File: src/rtl/heartbeat_monitor_if.sv
// Heartbeat monitor bus: raw heartbeat in, soft clear in,
// lock/fault/loss status and half-period measurement out.
interface heartbeat_monitor_if #(
    parameter int CNT_W = 10
);
    logic             hb_in;
    logic             clear;
    logic             hb_ok;
    logic             hb_lost;
    logic             hb_fast;
    logic             hb_slow;
    logic             edge_seen;
    logic [7:0]       edge_cnt;
    logic [CNT_W-1:0] last_half;

    modport master (
        output hb_in, clear,
        input  hb_ok, hb_lost, hb_fast, hb_slow,
        input  edge_seen, edge_cnt, last_half
    );

    modport slave (
        input  hb_in, clear,
        output hb_ok, hb_lost, hb_fast, hb_slow,
        output edge_seen, edge_cnt, last_half
    );
endinterface

File: src/rtl/heartbeat_monitor.sv
// Heartbeat receive checker: synchronises hb_in, times half-periods
// and tracks acquisition, lock, fault and loss of the heartbeat.
module heartbeat_monitor #(
    parameter int CNT_W        = 10,
    parameter int NOMINAL_HALF = 300,
    parameter int TOL          = 30,
    parameter int TIMEOUT      = 600,
    parameter int LOCK_N       = 2
) (
    input logic                clk,
    input logic                rst_n,
    heartbeat_monitor_if.slave bus
);
    typedef enum logic [2:0] {
        IDLE, ACQ, LOCKED, FAULT, LOST
    } state_t;

    localparam logic [CNT_W-1:0] CNT_MAX = '1;
    localparam logic [CNT_W:0] WIN_LO = (CNT_W+1)'(NOMINAL_HALF - TOL);
    localparam logic [CNT_W:0] WIN_HI = (CNT_W+1)'(NOMINAL_HALF + TOL);
    localparam logic [CNT_W:0] TMO = (CNT_W+1)'(TIMEOUT);
    localparam logic [CNT_W:0] ONE = (CNT_W+1)'(1);
    localparam logic [2:0] RUN_LOCK = 3'(LOCK_N);

    state_t           state_q, state_d;
    logic             s1, s2, s3;
    logic [CNT_W-1:0] half_q, half_d;
    logic [2:0]       run_q, run_d, run_inc;
    logic             fast_q, fast_d;
    logic             slow_q, slow_d;
    logic             seen_q, seen_d;
    logic [7:0]       cnt_q, cnt_d;
    logic [CNT_W-1:0] last_q, last_d;
    logic             edge_det, tmo, good, short_half;
    logic [CNT_W:0]   interval;

    // Three-flop chain: s1/s2 resolve metastability, s3 gives edge history
    always_ff @(posedge clk or negedge rst_n) begin
        if (!rst_n) begin
            s1 <= 1'b0;
            s2 <= 1'b0;
            s3 <= 1'b0;
        end else begin
            s1 <= bus.hb_in;
            s2 <= s1;
            s3 <= s2;
        end
    end

    always_ff @(posedge clk or negedge rst_n) begin
        if (!rst_n) begin
            state_q <= IDLE;
            half_q  <= '0;
            run_q   <= '0;
            fast_q  <= 1'b0;
            slow_q  <= 1'b0;
            seen_q  <= 1'b0;
            cnt_q   <= '0;
            last_q  <= '0;
        end else begin
            state_q <= state_d;
            half_q  <= half_d;
            run_q   <= run_d;
            fast_q  <= fast_d;
            slow_q  <= slow_d;
            seen_q  <= seen_d;
            cnt_q   <= cnt_d;
            last_q  <= last_d;
        end
    end

    always_comb begin
        edge_det   = s2 ^ s3;
        interval   = {1'b0, half_q} + ONE;
        tmo        = !edge_det && (interval == TMO);
        good       = (interval >= WIN_LO) && (interval <= WIN_HI);
        short_half = interval < WIN_LO;
        run_inc    = (state_q == FAULT) ? 3'd1 : run_q + 3'd1;

        state_d = state_q;
        run_d   = run_q;
        fast_d  = fast_q;
        slow_d  = slow_q;
        cnt_d   = cnt_q;
        last_d  = last_q;
        seen_d  = edge_det;
        if (edge_det)
            half_d = '0;
        else if (half_q == CNT_MAX)
            half_d = half_q;
        else
            half_d = half_q + CNT_W'(1);

        if (bus.clear) begin
            state_d = IDLE;
            run_d   = '0;
            fast_d  = 1'b0;
            slow_d  = 1'b0;
            cnt_d   = '0;
            last_d  = '0;
            seen_d  = 1'b0;
            half_d  = '0;
        end else if (edge_det) begin
            cnt_d = cnt_q + 8'd1;
            unique case (state_q)
                IDLE, LOST: begin
                    state_d = ACQ;
                    run_d   = '0;
                end
                ACQ, LOCKED, FAULT: begin
                    last_d = interval[CNT_W] ? CNT_MAX
                                             : interval[CNT_W-1:0];
                    if (!good) begin
                        state_d = FAULT;
                        run_d   = '0;
                        fast_d  = short_half;
                        slow_d  = !short_half;
                    end else if (state_q != LOCKED) begin
                        run_d = run_inc;
                        if (run_inc >= RUN_LOCK) begin
                            state_d = LOCKED;
                            fast_d  = 1'b0;
                            slow_d  = 1'b0;
                        end else begin
                            state_d = ACQ;
                        end
                    end
                end
                default: state_d = IDLE;
            endcase
        end else if (tmo && state_q != LOST) begin
            state_d = LOST;
            run_d   = '0;
        end
    end

    assign bus.hb_ok     = (state_q == LOCKED);
    assign bus.hb_lost   = (state_q == LOST);
    assign bus.hb_fast   = fast_q;
    assign bus.hb_slow   = slow_q;
    assign bus.edge_seen = seen_q;
    assign bus.edge_cnt  = cnt_q;
    assign bus.last_half = last_q;
endmodule

File: src/flat_wrapper.sv
// flat-port wrapper written by rule: the top's interface ports become plain ports
module heartbeat_monitor_flat 
#(
    parameter int CNT_W        = 10,
    parameter int NOMINAL_HALF = 300,
    parameter int TOL          = 30,
    parameter int TIMEOUT      = 600,
    parameter int LOCK_N       = 2
)
  (clk, rst_n, bus_hb_in, bus_clear, bus_hb_ok, bus_hb_lost, bus_hb_fast, bus_hb_slow, bus_edge_seen, bus_edge_cnt, bus_last_half);
  heartbeat_monitor_if #(.CNT_W(CNT_W)) bus_i ();
  input logic clk;
  input logic rst_n;
  input wire logic [$bits(bus_i.hb_in)-1:0] bus_hb_in;
  input wire logic [$bits(bus_i.clear)-1:0] bus_clear;
  output wire logic [$bits(bus_i.hb_ok)-1:0] bus_hb_ok;
  output wire logic [$bits(bus_i.hb_lost)-1:0] bus_hb_lost;
  output wire logic [$bits(bus_i.hb_fast)-1:0] bus_hb_fast;
  output wire logic [$bits(bus_i.hb_slow)-1:0] bus_hb_slow;
  output wire logic [$bits(bus_i.edge_seen)-1:0] bus_edge_seen;
  output wire logic [$bits(bus_i.edge_cnt)-1:0] bus_edge_cnt;
  output wire logic [$bits(bus_i.last_half)-1:0] bus_last_half;
  assign bus_i.hb_in = bus_hb_in;
  assign bus_i.clear = bus_clear;
  assign bus_hb_ok = bus_i.hb_ok;
  assign bus_hb_lost = bus_i.hb_lost;
  assign bus_hb_fast = bus_i.hb_fast;
  assign bus_hb_slow = bus_i.hb_slow;
  assign bus_edge_seen = bus_i.edge_seen;
  assign bus_edge_cnt = bus_i.edge_cnt;
  assign bus_last_half = bus_i.last_half;
  heartbeat_monitor #(.CNT_W(CNT_W), .NOMINAL_HALF(NOMINAL_HALF), .TOL(TOL), .TIMEOUT(TIMEOUT), .LOCK_N(LOCK_N)) u_core (.clk(clk), .rst_n(rst_n), .bus(bus_i));
endmodule
File: config.mk
export PLATFORM = sky130hd
export DESIGN_NAME = heartbeat_monitor_flat
export DESIGN_NICKNAME = d
export VERILOG_FILES = /design/src/rtl/heartbeat_monitor_if.sv /design/src/rtl/heartbeat_monitor.sv /design/src/flat_wrapper.sv
export SDC_FILE = /design/constraint.sdc
export NUM_CORES = 1
export LEC_CHECK = 0
export ABC_AREA = 1
export CORE_UTILIZATION = 40
export CTS_CLUSTER_DIAMETER = 30
export CTS_CLUSTER_SIZE = 12
export DETAILED_ROUTE_END_ITERATION = 10
export GPL_TIMING_DRIVEN = 0
export PLACE_DENSITY = 0.62
export SYNTH_ARGS = -nofsm -noshare
export SYNTH_HDL_FRONTEND = slang
export SYNTH_SLANG_ARGS = --single-unit
File: constraint.sdc
create_clock -name clk -period 2.65 [get_ports clk]
set_input_delay 0.53 -clock clk [delete_from_list [all_inputs] [get_ports clk]]
set_output_delay 0.53 -clock clk [all_outputs]
set_load 0.005 [all_outputs]
Word level (Yosys, flattened, before mapping)
Index checks and enable logic that the tools add are counted.
{"block": "totals", "word_cells": 82, "reg_bits": 40}
{"block": "op_classes", "order_cmp": 4, "n_reduce_logical": 15, "n_mux": 34, "add_sub_neg": 4, "n_eq_ne": 13, "bitwise_logic": 1}
{"cell": "2-to-1 mux 10 bit", "n": 7}
{"cell": "2-to-1 mux 3 bit", "n": 11}
{"cell": "2-to-1 mux 8 bit", "n": 2}
{"cell": "case mux 3 bit (2 select lines)", "n": 2}
{"cell": "adder 10 x 1 -> 11 bit, second input constant", "n": 1}
{"cell": "== test 11 x 10 -> 1 bit, second input constant", "n": 1}
{"cell": ">= comparator 11 x 9 -> 1 bit, second input constant", "n": 1}
{"cell": "less-or-equal comparator 11 x 9 -> 1 bit, second input constant", "n": 1}
{"cell": "less-than comparator 11 x 9 -> 1 bit, second input constant", "n": 1}
{"cell": "2-to-1 mux 1 bit", "n": 11}
{"cell": "adder 10 x 1 -> 10 bit, second input constant", "n": 1}
{"cell": "== test 10 bit, second input constant", "n": 1}
{"cell": "inequality test 3 bit, second input constant", "n": 3}
{"cell": "adder 8 x 1 -> 8 bit, second input constant", "n": 1}
{"cell": "== test 3 x 2 -> 1 bit, second input constant", "n": 2}
{"cell": "inequality test 3 x 2 -> 1 bit, second input constant", "n": 2}
{"cell": "inequality test 5 bit, second input constant", "n": 1}
{"cell": "inequality test 4 bit, second input constant", "n": 1}
{"cell": "AND reduction 2 bit", "n": 2}
{"cell": "AND reduction 4 bit", "n": 1}
{"cell": "nonzero test 2 bit", "n": 2}
{"cell": "adder 3 x 1 -> 3 bit, second input constant", "n": 1}
{"cell": "== test 3 x 1 -> 1 bit, second input constant", "n": 1}
{"cell": "== test 3 bit, second input constant", "n": 1}
{"cell": "other kinds (10)", "n": 13}

Longest topological paths before layout
Gate-level depths: netlist of the first run.
{"block": "depth", "word_depth": 9, "mapped_depth": 14, "ltp_nobuf": 14}

Worst setup path before layout of the first run
No wires, ideal clock.
{"block": "synth_path", "kind": "reg-to-reg", "from": "reg u_core.half_q[0]", "to": "reg u_core.run_q[0]", "synth_period_minus_slack_ns": 1.863, "arrival_time_ns": 1.746, "path_stages_with_launch": 12, "setup_slack_ns": 0.787, "n_path_buf": 0, "path_cell_list": "dfrtp_1 -> ha_1 -> nand2_2 -> nor2_4 -> nand4_2 -> clkinv_2 -> nor2_4 -> nand2_4 -> nor2_8 -> nand4_1 -> nand3_1 -> nand2_1"}
{"block": "synth_between", "elab_chain_cells": 7, "word_cells_on_any_way": 14, "classes_between": "add/sub (1); order compare (2); eq/ne (2); mux (4); reduce/logical (5)"}
{"element": "from (decl)", "line_no": "heartbeat_monitor.sv:27", "source": "logic [CNT_W-1:0] half_q, half_d;"}
{"element": "from (signal assigned)", "line_no": "heartbeat_monitor.sv:62", "source": "half_q <= half_d;"}
{"element": "adder 10 x 1 -> 11 bit (*)", "line_no": "heartbeat_monitor.sv:74", "source": "interval = {1'b0, half_q} + ONE;"}
{"element": ">= comparator 11 x 9 -> 1 bit / less-or-equal comparator 11 x 9 -> 1 bit (equally long branches)", "line_no": "heartbeat_monitor.sv:76", "source": "good = (interval >= WIN_LO) && (interval <= WIN_HI);"}
{"element": "logical AND 1 bit", "line_no": "heartbeat_monitor.sv:76"}
{"element": "2-to-1 mux 3 bit", "line_no": "heartbeat_monitor.sv:113", "source": "if (!good) begin"}
{"element": "case mux 3 bit (2 select lines)", "line_no": "heartbeat_monitor.sv:105", "source": "unique case (state_q)"}
{"element": "2-to-1 mux 3 bit", "line_no": "heartbeat_monitor.sv:103", "source": "end else if (edge_det) begin"}
{"element": "2-to-1 mux 3 bit", "line_no": "heartbeat_monitor.sv:94", "source": "if (bus.clear) begin"}
{"element": "to (signal assigned)", "line_no": "heartbeat_monitor.sv:63", "source": "run_q <= run_d;"}
{"element": "to (decl)", "line_no": "heartbeat_monitor.sv:28", "source": "logic [2:0] run_q, run_d, run_inc;"}
Mark *: on every way between the ends. The rest lies on a longest branch, timed or not.
A chain may end at the register's enable or synchronous reset.

Worst setup path after layout of the first run
{"block": "layout_path", "from": "reg u_core.state_q[0]", "to": "out bus_hb_ok"}
{"block": "layout_between", "elab_chain_cells": 1}
{"element": "from (decl)", "line_no": "heartbeat_monitor.sv:25", "source": "state_t state_q, state_d;"}
{"element": "from (signal assigned)", "line_no": "heartbeat_monitor.sv:61", "source": "state_q <= state_d;"}
{"element": "== test 3 x 2 -> 1 bit", "line_no": "heartbeat_monitor.sv:137", "source": "assign bus.hb_ok = (state_q == LOCKED);"}
{"element": "to (decl)", "line_no": "flat_wrapper.sv:16", "source": "output wire logic [$bits(bus_i.hb_ok)-1:0] bus_hb_ok;"}
No other way between the ends.

==> flow_metrics.env, run 1 <==
export IMPL_drtPass1Iterations=4
export IMPL_cts_root_buffer_cell="clkbuf_8"
export IMPL_multiInputGateArea_um2=1150
export IMPL_port_buffers=25
export IMPL_synthFlopType="dfrtp_1"
export IMPL_post_cts_buffers=0
export IMPL_first_iter_violations=107
export IMPL_antennaDiodeCount=0
export IMPL_overflow=0
export IMPL_die_height_um=78.5
export IMPL_initial_core_util=0.420
export IMPL_hold_class="in2async"
export IMPL_status="finished clean"
export IMPL_syn_num_nets=308
export IMPL_placed_area_um2=2700
export IMPL_n_fill_cell=531
export IMPL_ys_seq_area_frac=0.427
export IMPL_gr_usage_all_layers=0.196
export IMPL_timing_final_crit_share=0.932
export IMPL_seqPwrFrac=0.507
export IMPL_min_period_ns=2.47
export IMPL_synthDistinctLibCells=39
export IMPL_fin_nets=341
export IMPL_yosys_warnings=0
export IMPL_ys_seq_elements=40
export IMPL_cp_slowest_cell="clkdlybuf4s50_1"
export IMPL_setup_viol_count_final=0
export IMPL_crit_buf_inv=1
export IMPL_antenna_found_initial=0
export IMPL_drive_gt1_frac=0.153
export IMPL_cts_made_buffers=5
export IMPL_wl_per_cell_um=13.0
export IMPL_grt_pass1_vias=1994
export IMPL_power_switching_mw=0.317
export IMPL_synthesis_instances=299
export IMPL_synthTopCellsByArea="dfrtp_1 (43%), nand2_1 (11%), inv_1 (6.6%)"
export IMPL_synth_most_common_cell="nand2_1"
export IMPL_hold_violations=0
export IMPL_ctsResizeCount=0
export IMPL_clock_fmax_ghz=0.405
export IMPL_design_area_um2=2810
export IMPL_cp_cell_sequence="nor3_1, clkdlybuf4s50_1"
export IMPL_p_int_mw=0.951
export IMPL_ys_top_cells_by_count="nand2_1 (68), inv_1 (41), dfrtp_1 (40)"
export IMPL_finClkSkew_ns=0.0101
export IMPL_slew_headroom=0.482
export IMPL_cap_violations=0
export IMPL_cts_sinks=40
export IMPL_comb_power_share=0.095
export IMPL_clk_latency_ns=0.30
export IMPL_netlist_area_um2=2340
export IMPL_clk_path_buf_depth=2
export IMPL_crit_path_end_kind="primary output"
export IMPL_rows=27
export IMPL_slew_viol_final=0
export IMPL_p_leak_nw=1.31
export IMPL_cts_hold_buf=0
export IMPL_antenna_left=0
export IMPL_ios=27
export IMPL_swShare=0.250
export IMPL_yosys_area_top_type="dfrtp_1"
export IMPL_yosys_area_top_type_share=0.427
export IMPL_setup_ws_ns=0.179
export IMPL_pwr_density_cell_nw_per_um2=451
export IMPL_cts_tree="yes"
export IMPL_grt_pass1_wl_mm=9.38
export IMPL_worst_endpoint_required_ns=2.12
export IMPL_slowest_delay_ns=0.62
export IMPL_path_max_fanout=6
export IMPL_ctsHtreeMaxLevel=2
export IMPL_core_area_um2=5570
export IMPL_syn_to_final_growth_pct=19.9
export IMPL_routed_wirelength_mm=5.27
export IMPL_vias=2040
export IMPL_regArea_um2=1000
export IMPL_dp_worst_setup_slack_ns=0.439
export IMPL_synth_edf_count=0
export IMPL_p_clk_frac=0.398
export IMPL_synth_avg_cell_area_um2=7.84
export IMPL_worstMarginPinSlew_ns=0.772
export IMPL_path_clk_slew_ns=0.08
export IMPL_critPathTopFamily="buffers and inverters"
export IMPL_crit_arrival_ns=1.94
export IMPL_place_gp_congestion=0.855
export IMPL_die_area_um2=6170
export IMPL_synth_async_reset_ratio=1.00
export IMPL_ir_drop_uv=357
export IMPL_crit_path_start_kind="register"
export IMPL_drc_errors=0
export IMPL_finalSetupTns_ns=0
export IMPL_rsz0062_at_grt="false"
export IMPL_critPathKind="reg2out"
export IMPL_viasPerCell=5.04
export IMPL_hpwl_mm=3.99
export IMPL_grt_start_max_net_pins=27
export IMPL_dieWidth_um=78.5
-- layout by cell type (no fill, tap or decap), types with 8 or more instances in the layout --
cell type / instances
nor2_1: 26
dfrtp_1: 40
nand4_1: 8
inv_1: 41
nand3_1: 18
nand2_2: 11
o22ai_1: 10
nor3_1: 9
clkdlybuf4s50_1: 24
nand2_1: 68
a21oi_1: 8
-- through the flow --
stage | utilization | instances | power, mW | hold slack [ns]
6_report | 0.504 | 405 | 1.27 | 0.133
4_1_cts | 0.504 | 405 | 1.28 | 0.147
2_1_floorplan | - | 299 | 0.715 | 0.234
5_1_grt | 0.504 | 405 | 1.32 | 0.162
3_5_place_dp | 0.484 | 397 | 0.777 | 0.351
3_3_place_gp | 0.481 | 396 | 0.772 | 0.334
-- sequential cells by signal, indices dropped and copies added, names as in the netlist, 3 cells and up --
register,count
u_core.bus.last_half,10
u_core.half_q,10
u_core.bus.edge_cnt,8
u_core.run_q,3
u_core.state_q,3
-- layer usage --
| metal | part of all wire | routed length (µm) | vias up | global-route usage |
|---|---|---|---|---|
| met3 | 0.033 | 175 | 8 | 0.0314 |
| met1 | 0.52 | 2740 | 964 | 0.278 |
| li1 | - | - | 1035 | - |
| met2 | 0.43 | 2270 | 33 | 0.300 |
| met5 | 0 | 0 | - | 0 |
| met4 | 0.017 | 91 | 0 | 0.0667 |
-- worst paths after layout --
check                                  startpoint              endpoint  slack, ns  depth (start not counted)
max in group asynchronous                   rst_n  u_core.bus.edge_seen       2.05                          2
worst min register to register          u_core.s1             u_core.s2       0.37                          0
worst max register to register   u_core.half_q[0]       u_core.run_q[1]       0.39                         11
worst min-delay path                        rst_n       u_core.run_q[0]       0.13                          1
min in group clk                        u_core.s1             u_core.s2       0.37                          0
worst max-delay path            u_core.state_q[0]             bus_hb_ok       0.18                          2
-- logic make-up after synthesis --
kind of cell / synth area share
XOR/XNOR: 0.00374
buffers and inverters: 0.0833
AO/OA/AOI/OAI: 0.0860
adder cells (fa/ha/maj): 0.0267
flip-flops: 0.427
AND/OR/NAND/NOR: 0.373
-- layout make-up --
class,instances,share of cell area
buffer,2,0.00356
clock buffer,5,0.0245
tap,72,0.0321
timing repair buffer,26,0.0944
clock inverter,3,0.0151
inverter,49,0.0659
sequential,40,0.356
multi-input combinational,208,0.408
-- power groups by stage --
stage / Combinational [mW] / Sequential [mW] / Clock, mW
2_1_floorplan: 0.0637 / 0.652 / 0
3_3_place_gp: 0.118 / 0.654 / 0
3_5_place_dp: 0.122 / 0.655 / 0
4_1_cts: 0.123 / 0.643 / 0.519
5_1_grt: 0.138 / 0.646 / 0.540
6_report: 0.121 / 0.643 / 0.504
Power figures use the tool's default switching activity.
==> run 2: changes to the inputs <==
CORE_MARGIN = 5   (was not set)
==> run 2 against run 1 <==
  * Worst setup slack worse by 0.051 ns
  * Largest power group unchanged
  * Design area unchanged
  * Clock skew decreased by 0.0038 ns
  * Sequential cell count did not move
  * Routed wire length fell by 1.7%
  * Worst hold slack better by 0.059 ns
  * Clock power about the same
  * Via count fell by 3.5%
  * Die area rose by 21%
  * First-iteration DRC count down 31%
  * Maximum frequency decreased by 2.0%
==> flow_metrics.env, run 2 (synthesized netlist as in run 1, its figures left out) <==
export IMPL_die_area_um2=7490
export IMPL_crit_path_start_kind="register"
export IMPL_ctsHtreeMaxLevel=2
export IMPL_design_area_um2=2810
export IMPL_layout_common_cells="nand2_1 (68), inv_1 (41), dfrtp_1 (40)"
export IMPL_gr_usage_all_layers=0.154
export IMPL_dieWidth_um=86.5
export IMPL_post_cts_buffers=0
export IMPL_hpwl_mm=3.96
export IMPL_initial_core_util=0.418
export IMPL_clock_fmax_ghz=0.397
export IMPL_rows=27
export IMPL_worstMarginPinSlew_ns=0.787
export IMPL_crit_arrival_ns=1.99
export IMPL_hold_violations=0
export IMPL_cts_sinks=40
export IMPL_finalSetupTns_ns=0
export IMPL_layout_cells_most_common="nand2_1"
export IMPL_timing_final_crit_share=0.952
export IMPL_viasPerCell=4.86
export IMPL_slew_headroom=0.472
export IMPL_grt_pass1_wl_mm=9.32
export IMPL_worst_endpoint_required_ns=2.12
export IMPL_slowest_delay_ns=0.64
export IMPL_drc_errors=0
export IMPL_slew_viol_final=0
export IMPL_drtPass1Iterations=5
export IMPL_pwr_density_cell_nw_per_um2=450
export IMPL_cts_root_buffer_cell="clkbuf_8"
export IMPL_regArea_um2=1000
export IMPL_ctsResizeCount=0
export IMPL_port_buffers=25
export IMPL_cp_slowest_cell="clkdlybuf4s50_1"
export IMPL_clk_latency_ns=0.29
export IMPL_core_area_um2=5610
export IMPL_r2r_start="u_core.half_q[0]"
export IMPL_critPathKind="reg2out"
export IMPL_antenna_left=0
export IMPL_setup_viol_count_final=0
export IMPL_path_max_fanout=6
export IMPL_clk_path_buf_depth=2
export IMPL_cp_cell_sequence="nor3_1, clkdlybuf4s50_1"
export IMPL_ir_drop_uv=307
export IMPL_placed_area_um2=2700
export IMPL_crit_path_end_kind="primary output"
export IMPL_p_leak_nw=1.31
export IMPL_fin_nets=341
export IMPL_cap_violations=0
export IMPL_drive_gt1_frac=0.153
export IMPL_vias=1969
export IMPL_multiInputGateArea_um2=1150
export IMPL_rsz0062_at_grt="false"
export IMPL_syn_to_final_growth_pct=19.9
export IMPL_n_fill_cell=584
export IMPL_status="finished clean"
export IMPL_routed_wirelength_mm=5.18
export IMPL_place_gp_congestion=0.831
export IMPL_antennaDiodeCount=0
export IMPL_wl_per_cell_um=12.8
export IMPL_cts_tree="yes"
export IMPL_min_period_ns=2.52
export IMPL_overflow=0
export IMPL_finClkSkew_ns=0.00637
export IMPL_path_clk_slew_ns=0.08
export IMPL_ios=27
export IMPL_grt_start_max_net_pins=41
export IMPL_crit_start="u_core.state_q[0]"
export IMPL_cts_hold_buf=0
export IMPL_hold_class="in2async"
export IMPL_first_iter_violations=74
export IMPL_post_route_util=0.501
export IMPL_antenna_found_initial=0
export IMPL_die_height_um=86.5
export IMPL_grt_pass1_vias=1929
export IMPL_cts_made_buffers=5
-- run 2: worst paths after layout --
kind / to / cells after the start / slack, ns
min: u_core.bus.last_half[2] / 2 / 0.19
min reg2reg: u_core.s2 / 0 / 0.36
max: bus_hb_ok / 2 / 0.13
max reg2reg: u_core.run_q[2] / 11 / 0.48
max in group asynchronous: u_core.s3 / 2 / 2.27
min in group clk: u_core.s2 / 0 / 0.36
-- run 2: cell type report --
| cell class | count | area share |
|---|---|---|
| well taps | 72 | 0.0321 |
| clock buffers | 5 | 0.0245 |
| clock inverters | 3 | 0.0151 |
| repair buffers | 26 | 0.0944 |
| multi-input cells | 208 | 0.408 |
| plain buffers | 2 | 0.00356 |
| inverters | 49 | 0.0659 |
| flip-flops and latches | 40 | 0.356 |
-- run 2: stage by stage --
step / total power [mW] / hold slack, ns / cells / worst slack, ns
floorplan: 0.715 / 0.234 / 299 / 0.787
global placement: 0.772 / 0.340 / 396 / 0.0282
detailed placement: 0.776 / 0.340 / 397 / 0.451
CTS: 1.28 / 0.195 / 405 / 0.127
global route: 1.32 / 0.202 / 405 / 0.0409
finish: 1.26 / 0.192 / 405 / 0.128
-- run 2: per-layer routing --
layer,track usage,part of all wire,vias up
li1,-,-,1028
met1,0.230,0.53,897
met2,0.223,0.43,37
met3,0.0314,0.033,7
met4,0.0482,0.014,0
met5,0,0,-
-- run 2: where the power goes --
| part | total (mW) | switching, mW | internal (mW) | leakage, nW |
|---|---|---|---|---|
| Clock | 0.501 | 0.223 | 0.279 | 0.0541 |
| Sequential | 0.642 | 0.0168 | 0.626 | 0.544 |
| Combinational | 0.120 | 0.0735 | 0.0467 | 0.716 |
-- run 2: critical path, delay by kind of cell (launching register included) --
kind                   cells  cell delay [ns]
DFF                        1             0.44
and+or+nand+nor            1             0.62
buffers and inverters      1             0.64
